<file path="config.mk">
export PLATFORM = sky130hd
export DESIGN_NAME = regfile_mp
export DESIGN_NICKNAME = d
export VERILOG_FILES = /design/src/rtl/regfile_mp.sv
export SDC_FILE = /design/constraint.sdc
export NUM_CORES = 2
export LEC_CHECK = 0
export BUFFER_PORTS_ARGS = -buffer_cell sky130_fd_sc_hd__buf_2
export CAP_MARGIN = 5
export CORE_AREA = 5 5 326 360
export CTS_CLUSTER_DIAMETER = 100
export CTS_CLUSTER_SIZE = 24
export DETAILED_ROUTE_END_ITERATION = 12
export DIE_AREA = 0 0 331 365
export PLACE_DENSITY_LB_ADDON = 0.15
export REMOVE_ABC_BUFFERS = 1
export SETUP_SLACK_MARGIN = 0.02
export SYNTH_ARGS = -nofsm -noshare
export SYNTH_HDL_FRONTEND = slang
export SYNTH_SLANG_ARGS = --single-unit
</file>
<file path="constraint.sdc">
create_clock -name clk -period 7.1 [get_ports clk]
set_clock_uncertainty 0.05 [all_clocks]
set_input_delay 0.355 -clock clk [delete_from_list [all_inputs] [get_ports clk]]
set_output_delay 0.355 -clock clk [all_outputs]
set_load 0.01 [all_outputs]
</file>
<file path="src/rtl/regfile_mp.sv">
// regfile_mp: multi-port register file with two write ports, NRD combinational
// read ports, a per-register pending scoreboard and a zero-init sweep after reset.
// Optional feature: define REGFILE_BYPASS_EN to forward same-cycle write data to
// the read ports (write port 1 has priority over write port 0).
// Register 0 is hardwired to read as zero and is never pending.

module regfile_mp #(
  parameter int unsigned DATA_W = 32,
  parameter int unsigned ADDR_W = 5,
  parameter int unsigned NRD    = 2
) (
  input  logic                  clk,
  input  logic                  rst,
  input  logic                  we0,
  input  logic [ADDR_W-1:0]     waddr0,
  input  logic [DATA_W-1:0]     wdata0,
  input  logic                  we1,
  input  logic [ADDR_W-1:0]     waddr1,
  input  logic [DATA_W-1:0]     wdata1,
  input  logic [NRD-1:0]        re,
  input  logic [NRD*ADDR_W-1:0] raddr,
  output logic [NRD*DATA_W-1:0] rdata,
  output logic [NRD-1:0]        rpend,
  input  logic                  iss_en,
  input  logic [ADDR_W-1:0]     iss_addr,
  output logic                  ready
);

  localparam int unsigned DEPTH = 1 << ADDR_W;

  typedef enum logic {
    ST_INIT,
    ST_RUN
  } state_t;

  state_t              state;
  state_t              state_nxt;
  logic [ADDR_W-1:0]   idx;
  logic [ADDR_W-1:0]   idx_nxt;
  logic                run;

  logic [DATA_W-1:0]   mem [DEPTH];
  logic [DEPTH-1:0]    pend;
  logic [DEPTH-1:0]    pend_nxt;

  logic [ADDR_W-1:0]   ra;
  logic [DATA_W-1:0]   rd;
  logic                rp;

  // State register and sweep index; reset restarts the full zero sweep
  always_ff @(posedge clk or posedge rst) begin
    if (rst) begin
      state <= ST_INIT;
      idx   <= '0;
    end else begin
      state <= state_nxt;
      idx   <= idx_nxt;
    end
  end

  // Next-state: sweep every entry once, then enter RUN after the last one
  always_comb begin
    state_nxt = state;
    idx_nxt   = idx;
    case (state)
      ST_INIT: begin
        idx_nxt = idx + 1'b1;
        if (&idx) begin
          state_nxt = ST_RUN;
          idx_nxt   = '0;
        end
      end
      ST_RUN: begin
        state_nxt = ST_RUN;
      end
      default: begin
        state_nxt = ST_INIT;
        idx_nxt   = '0;
      end
    endcase
  end

  // FSM outputs: ready (and the internal run qualifier) only in RUN
  always_comb begin
    ready = 1'b0;
    run   = 1'b0;
    if (state == ST_RUN) begin
      ready = 1'b1;
      run   = 1'b1;
    end
  end

  // Storage array: zero sweep in INIT, two write ports in RUN (port 1 last so it wins)
  always_ff @(posedge clk) begin
    if (state == ST_INIT) begin
      mem[idx] <= '0;
    end else begin
      if (we0 && (waddr0 != '0)) begin
        mem[waddr0] <= wdata0;
      end
      if (we1 && (waddr1 != '0)) begin
        mem[waddr1] <= wdata1;
      end
    end
  end

  // Scoreboard update: writes clear, issue sets afterwards so a new producer wins
  always_comb begin
    pend_nxt = pend;
    if (run) begin
      if (we0) begin
        pend_nxt[waddr0] = 1'b0;
      end
      if (we1) begin
        pend_nxt[waddr1] = 1'b0;
      end
      if (iss_en) begin
        pend_nxt[iss_addr] = 1'b1;
      end
    end
    pend_nxt[0] = 1'b0;
  end

  // Scoreboard register, cleared asynchronously by reset
  always_ff @(posedge clk or posedge rst) begin
    if (rst) begin
      pend <= '0;
    end else begin
      pend <= pend_nxt;
    end
  end

  // Combinational read ports; disabled ports, r0 and non-RUN states read as zero
  always_comb begin
    rdata = '0;
    rpend = '0;
    ra    = '0;
    rd    = '0;
    rp    = 1'b0;
    for (int unsigned i = 0; i < NRD; i++) begin
      ra = raddr[i*ADDR_W +: ADDR_W];
      rd = '0;
      rp = 1'b0;
      if (run && re[i] && (ra != '0)) begin
        rd = mem[ra];
`ifdef REGFILE_BYPASS_EN
        if (we1 && (waddr1 == ra)) begin
          rd = wdata1;
        end else if (we0 && (waddr0 == ra)) begin
          rd = wdata0;
        end
`endif
        rp = pend[ra];
      end
      rdata[i*DATA_W +: DATA_W] = rd;
      rpend[i]                  = rp;
    end
  end

endmodule

</file>
# Word level (Yosys, flattened, before mapping)
# Memory sizes are Yosys's and may differ from the RTL's.
# Index checks and enable logic that the tools add are counted.
word_totals:
  ramBits: 1024
  register_bits: 37
  mem_count: 1
classes:
  addsub: 1
  n_bitwise: 6
  n_lt_le_gt_ge: 8
  mux: 33
  n_reduce_logical: 15
mem_list:
  columns: ["memory", "depth", "word_bits", "read_ports", "rd_clocked_by_memory_dff", "write_ports", "line_no", "source"]
  rows:
  - ["mem", 32, 32, 2, 0, 2, "42", "logic [DATA_W-1:0] mem [DEPTH];"]
ops:
  columns: ["operator", "n"]
  rows:
  - ["$mux 32", 8]
  - ["$and 32x32->32", 2]
  - ["$not 32->32", 2]
  - ["$or 32x32->32", 1]
  - ["$reduce_or 32->1", 1]
  - ["$lt 5x6->1 const B", 5]
  - ["$reduce_bool 5->1", 4]
  - ["$mux 1", 17]
  - ["$demux 1 s5", 3]
  - ["$ge 5x1->1 const B", 3]
  - ["$bmux 1 s5", 2]
  - ["$mux 5", 2]
  - ["$logic_and 1x1->1", 9]
  - ["$add 5x1->5 const B", 1]
  - ["$reduce_and 5->1", 1]
  - ["$pmux 1 s2", 1]
  - ["$not 1->1", 1]

# Depth between registers and ports, before layout
logic_depth:
  depth_word: 13
  mapped_depth: 9

# Worst setup path before layout
# Ideal clock, no wire load.
synth_path:
  path_kind: "input-to-reg"
  from: "in waddr0[4]"
  to: "mem mem[16][0] (enable)"
  setup_slack_ns: 2.678
  setup_ns: 0.466
  arrival_time_ns: 3.906
  path_stages: 6
  path_buffers: 2
  t_required_ns: 6.584
  cell_sequence: "clkbuf_1 nor3_1 a21oi_2 buf_2 o32a_1 o21ai_0"
synth_rtl:
  columns: ["item", "line_no", "source"]
  rows:
  - ["start: declaration", "15", "input logic [ADDR_W-1:0] waddr0,"]
  - ["end: declaration", "42", null]

# Worst setup path in the final report
layout_path:
  from: "reg state"
  to: "out rdata[63]"
layout_between:
  elab_chain_cells: 4
layout_rtl:
  columns: ["item", "line_no", "source"]
  rows:
  - ["start: declaration", "36", "state_t state;"]
  - ["start signal: assignment", "56", "state <= state_nxt;"]
  - ["$mux 1", "87", "if (state == ST_RUN) begin"]
  - ["$logic_and 1x1->1 (2 in a row)", "144", "if (run && re[i] && (ra != '0)) begin"]
  - ["$mux 32", "144", null]
  - ["end: declaration", "22", "output logic [NRD*DATA_W-1:0] rdata,"]
# No other way between the ends.

==> impl_metrics.env <==
export IMPL_outcome="finished clean"
export IMPL_period_share=0.602
export IMPL_setup_viol=0
export IMPL_worstMarginPinSlew_ns=1.27
export IMPL_final_area_um2=65000
export IMPL_dieHeight_um=365
export IMPL_synth_main_ff_cell="edfxtp_1"
export IMPL_cap_viol_max_count=0
export IMPL_fillers=9256
export IMPL_start_util=0.543
export IMPL_portBuffers=162
export IMPL_setup_tns_ns=0
export IMPL_multiInputGateArea_um2=28000
export IMPL_arrival_ns=3.87
export IMPL_cts_sinks=1061
export IMPL_holdCritPathClass="in -> reg"
export IMPL_worstSkewPairLatency_ns=0.69
export IMPL_cts_setup_buffers=0
export IMPL_post_route_drc_count=0
export IMPL_grt_pass1_wl_um=308000
export IMPL_yosys_area_top_type_share=0.499
export IMPL_grtUsageTotal=0.353
export IMPL_dp_hpwl_um=125000
export IMPL_antenna_found_initial=7
export IMPL_grt_overflow=0
export IMPL_drtAntennaViolNets=0
export IMPL_wl_um=216000
export IMPL_clk_pin_slew_ns=0.09
export IMPL_async_flop_share=0.0349
export IMPL_synthTopCellsByArea="edfxtp_1 50%, mux4_2 15%, o21ai_0 6.9%, mux2i_1 6.2%, nand2_1 5.9%"
export IMPL_leakage_nw=22.8
export IMPL_cp_start_kind="register"
export IMPL_postLayoutCoreUtil=0.573
export IMPL_synth_distinct_cells=59
export IMPL_fmax_ghz=0.234
export IMPL_ys_ff_latch=1061
export IMPL_drive_above_1_share=0.214
export IMPL_cts_buffers_inserted=51
export IMPL_power_density_cell_area_nw_per_um2=185
export IMPL_fin_ws_ns=2.83
export IMPL_hold_depth=3
export IMPL_pre_cts_ws_ns=3.22
export IMPL_slew_headroom=0.153
export IMPL_synth_avg_cell_area_um2=12.1
export IMPL_whs_ns=0.0539
export IMPL_ir_drop_mv=0.204
export IMPL_vias=44900
export IMPL_die_width_um=331
export IMPL_htreeDepth=2
export IMPL_synth_top_cell_by_area="edfxtp_1"
export IMPL_syn_area_um2=61600
export IMPL_worstSetupEndpointType="primary output"
export IMPL_place_area_um2=63500
export IMPL_fin_crit_ns=4.27
export IMPL_cp_max_fo=32
export IMPL_syn_to_final_growth_pct=5.48
export IMPL_cp_required_ns=6.69
export IMPL_core_area_um2=113000
export IMPL_seqCellArea_um2=31700
export IMPL_firstDrtPassIters=6
export IMPL_synthCells=5104
export IMPL_ys_top_cells_by_count="1024 x edfxtp_1, 975 x nand2_1, 846 x o21ai_0, 400 x clkbuf_1, 399 x mux4_2"
export IMPL_num_rows=130
export IMPL_nets=4949
export IMPL_yosysMostFrequentCell="edfxtp_1"
export IMPL_yosysSeqAreaShare=0.514
export IMPL_drt_iter0_drc=6507
export IMPL_synth_edff_count=1024
export IMPL_num_io_pins=163
export IMPL_rsz0062_at_grt="false"
export IMPL_crit_type="reg -> out"
export IMPL_vias_per_cell=7.02
export IMPL_yosysWarnings=0
export IMPL_dieArea_um2=121000
export IMPL_cts_root_buf="clkbuf_16"
export IMPL_grt_max_degree=116
export IMPL_slew_violations=0
export IMPL_post_drt_wl_per_cell_um=33.8
export IMPL_cts_tree="built"
export IMPL_grt_pass1_vias=44100
export IMPL_clk_path_buf_depth=3
export IMPL_gp_congestion=0.878
export IMPL_rr_worst_depth=5
export IMPL_hold_viol_final=0
## cells by family after synthesis
| kind of cell | share of synthesized area |
|---|---|
| multiplexers | 0.256 |
| buffers and inverters | 0.0431 |
| flip-flops | 0.514 |
| AO/OA/AOI/OAI | 0.107 |
| AND/OR/NAND/NOR | 0.0789 |
| adder cells (fa/ha/maj) | 0.000406 |
## critical path, stage by stage (launching register included)
cell and delay, ns:
dfrtp_1 0.33, buf_4 0.33, nand3_2 0.69, buf_4 0.55, a21oi_1 0.17, nand4_1 0.11
a31oi_1 0.67, buf_2 0.27
## stage by stage
step                cells  total power, mW
floorplan            4525             7.87
global placement     6314             8.64
detailed placement   6314             8.66
CTS                  6383             12.0
global route         6383             12.3
finish               6386             12.0
## area by class of cell
type | instances | area share
Clock buffer | 64 | 0.0215
Timing Repair Buffer | 273 | 0.0276
Inverter | 45 | 0.00260
Sequential cell | 1061 | 0.487
Multi-Input combinational cell | 3419 | 0.431
Antenna cell | 3 | 0.000116
Tap cell | 1518 | 0.0292
Clock inverter | 3 | 0.000732
## per-layer routing
layer / GRT usage / vias up / wire length (um)
li1: - / 18800 / -
met1: 0.472 / 22300 / 77700
met2: 0.571 / 3089 / 101000
met3: 0.0685 / 621 / 25300
met4: 0.154 / 2 / 11600
met5: 0 / - / 13
## what timing repair did
action                    CTS  global route
hold buffers                2             0
hold endpoints to repair   41             0
gates resized for setup     0             0
## where the power goes
group / switching, mW / internal, mW
clock: 2.07 / 1.40
sequential: 0.0254 / 6.92
combinational: 1.04 / 0.568
total: 3.13 / 8.89
## layout by cell type, fill, tap and decap left out, types with 8 or more instances in the layout
| cell type | netlist | final |
|---|---|---|
| nand2_1 | 975 | 973 |
| a21oi_1 | 64 | 64 |
| a22oi_1 | 63 | 63 |
| nand3_1 | 73 | 71 |
| and2_1 | 12 | 11 |
| o22ai_1 | 39 | 18 |
| mux2_2 | 204 | 204 |
| a22o_1 | 65 | 65 |
| buf_4 | 30 | 102 |
| nand3b_1 | 8 | 8 |
| mux2_4 | 28 | 28 |
| nor2_4 | 0 | 27 |
| clkbuf_1 | 400 | 9 |
| nand4_1 | 9 | 9 |
| mux2i_1 | 384 | 384 |
| clkbuf_16 | 0 | 54 |
| edfxtp_1 | 1024 | 1024 |
| o21ai_0 | 846 | 840 |
| mux2_1 | 20 | 20 |
| o22ai_4 | 0 | 21 |
| dfrtp_1 | 37 | 37 |
| inv_1 | 45 | 45 |
| buf_2 | 108 | 156 |
| a31oi_1 | 70 | 70 |
| nor2b_1 | 18 | 13 |
| nor2_1 | 45 | 18 |
| mux4_2 | 399 | 399 |
| and2_0 | 8 | 8 |
## path summary, 6_finish.rpt
check,start,end,slack [ns]
setup / recovery,state$_DFF_PP0_,rdata[63],2.83
hold / removal,waddr0[4],pend[11]$_DFFE_PP0P_,0.05
setup reg to reg,state$_DFF_PP0_,mem[10][1]$_DFFE_PP_,3.20
hold reg to reg,pend[15]$_DFFE_PP0P_,pend[15]$_DFFE_PP0P_,0.50
max in group asynchronous,rst,pend[20]$_DFFE_PP0P_,6.39
min in group asynchronous,rst,pend[9]$_DFFE_PP0P_,0.26
## registers in the layout (all words and copies together), names as in the netlist
name and flops:
mem 1024, idx 5, pend 31, state 1
No activity file was read; power rests on OpenSTA's default activity.
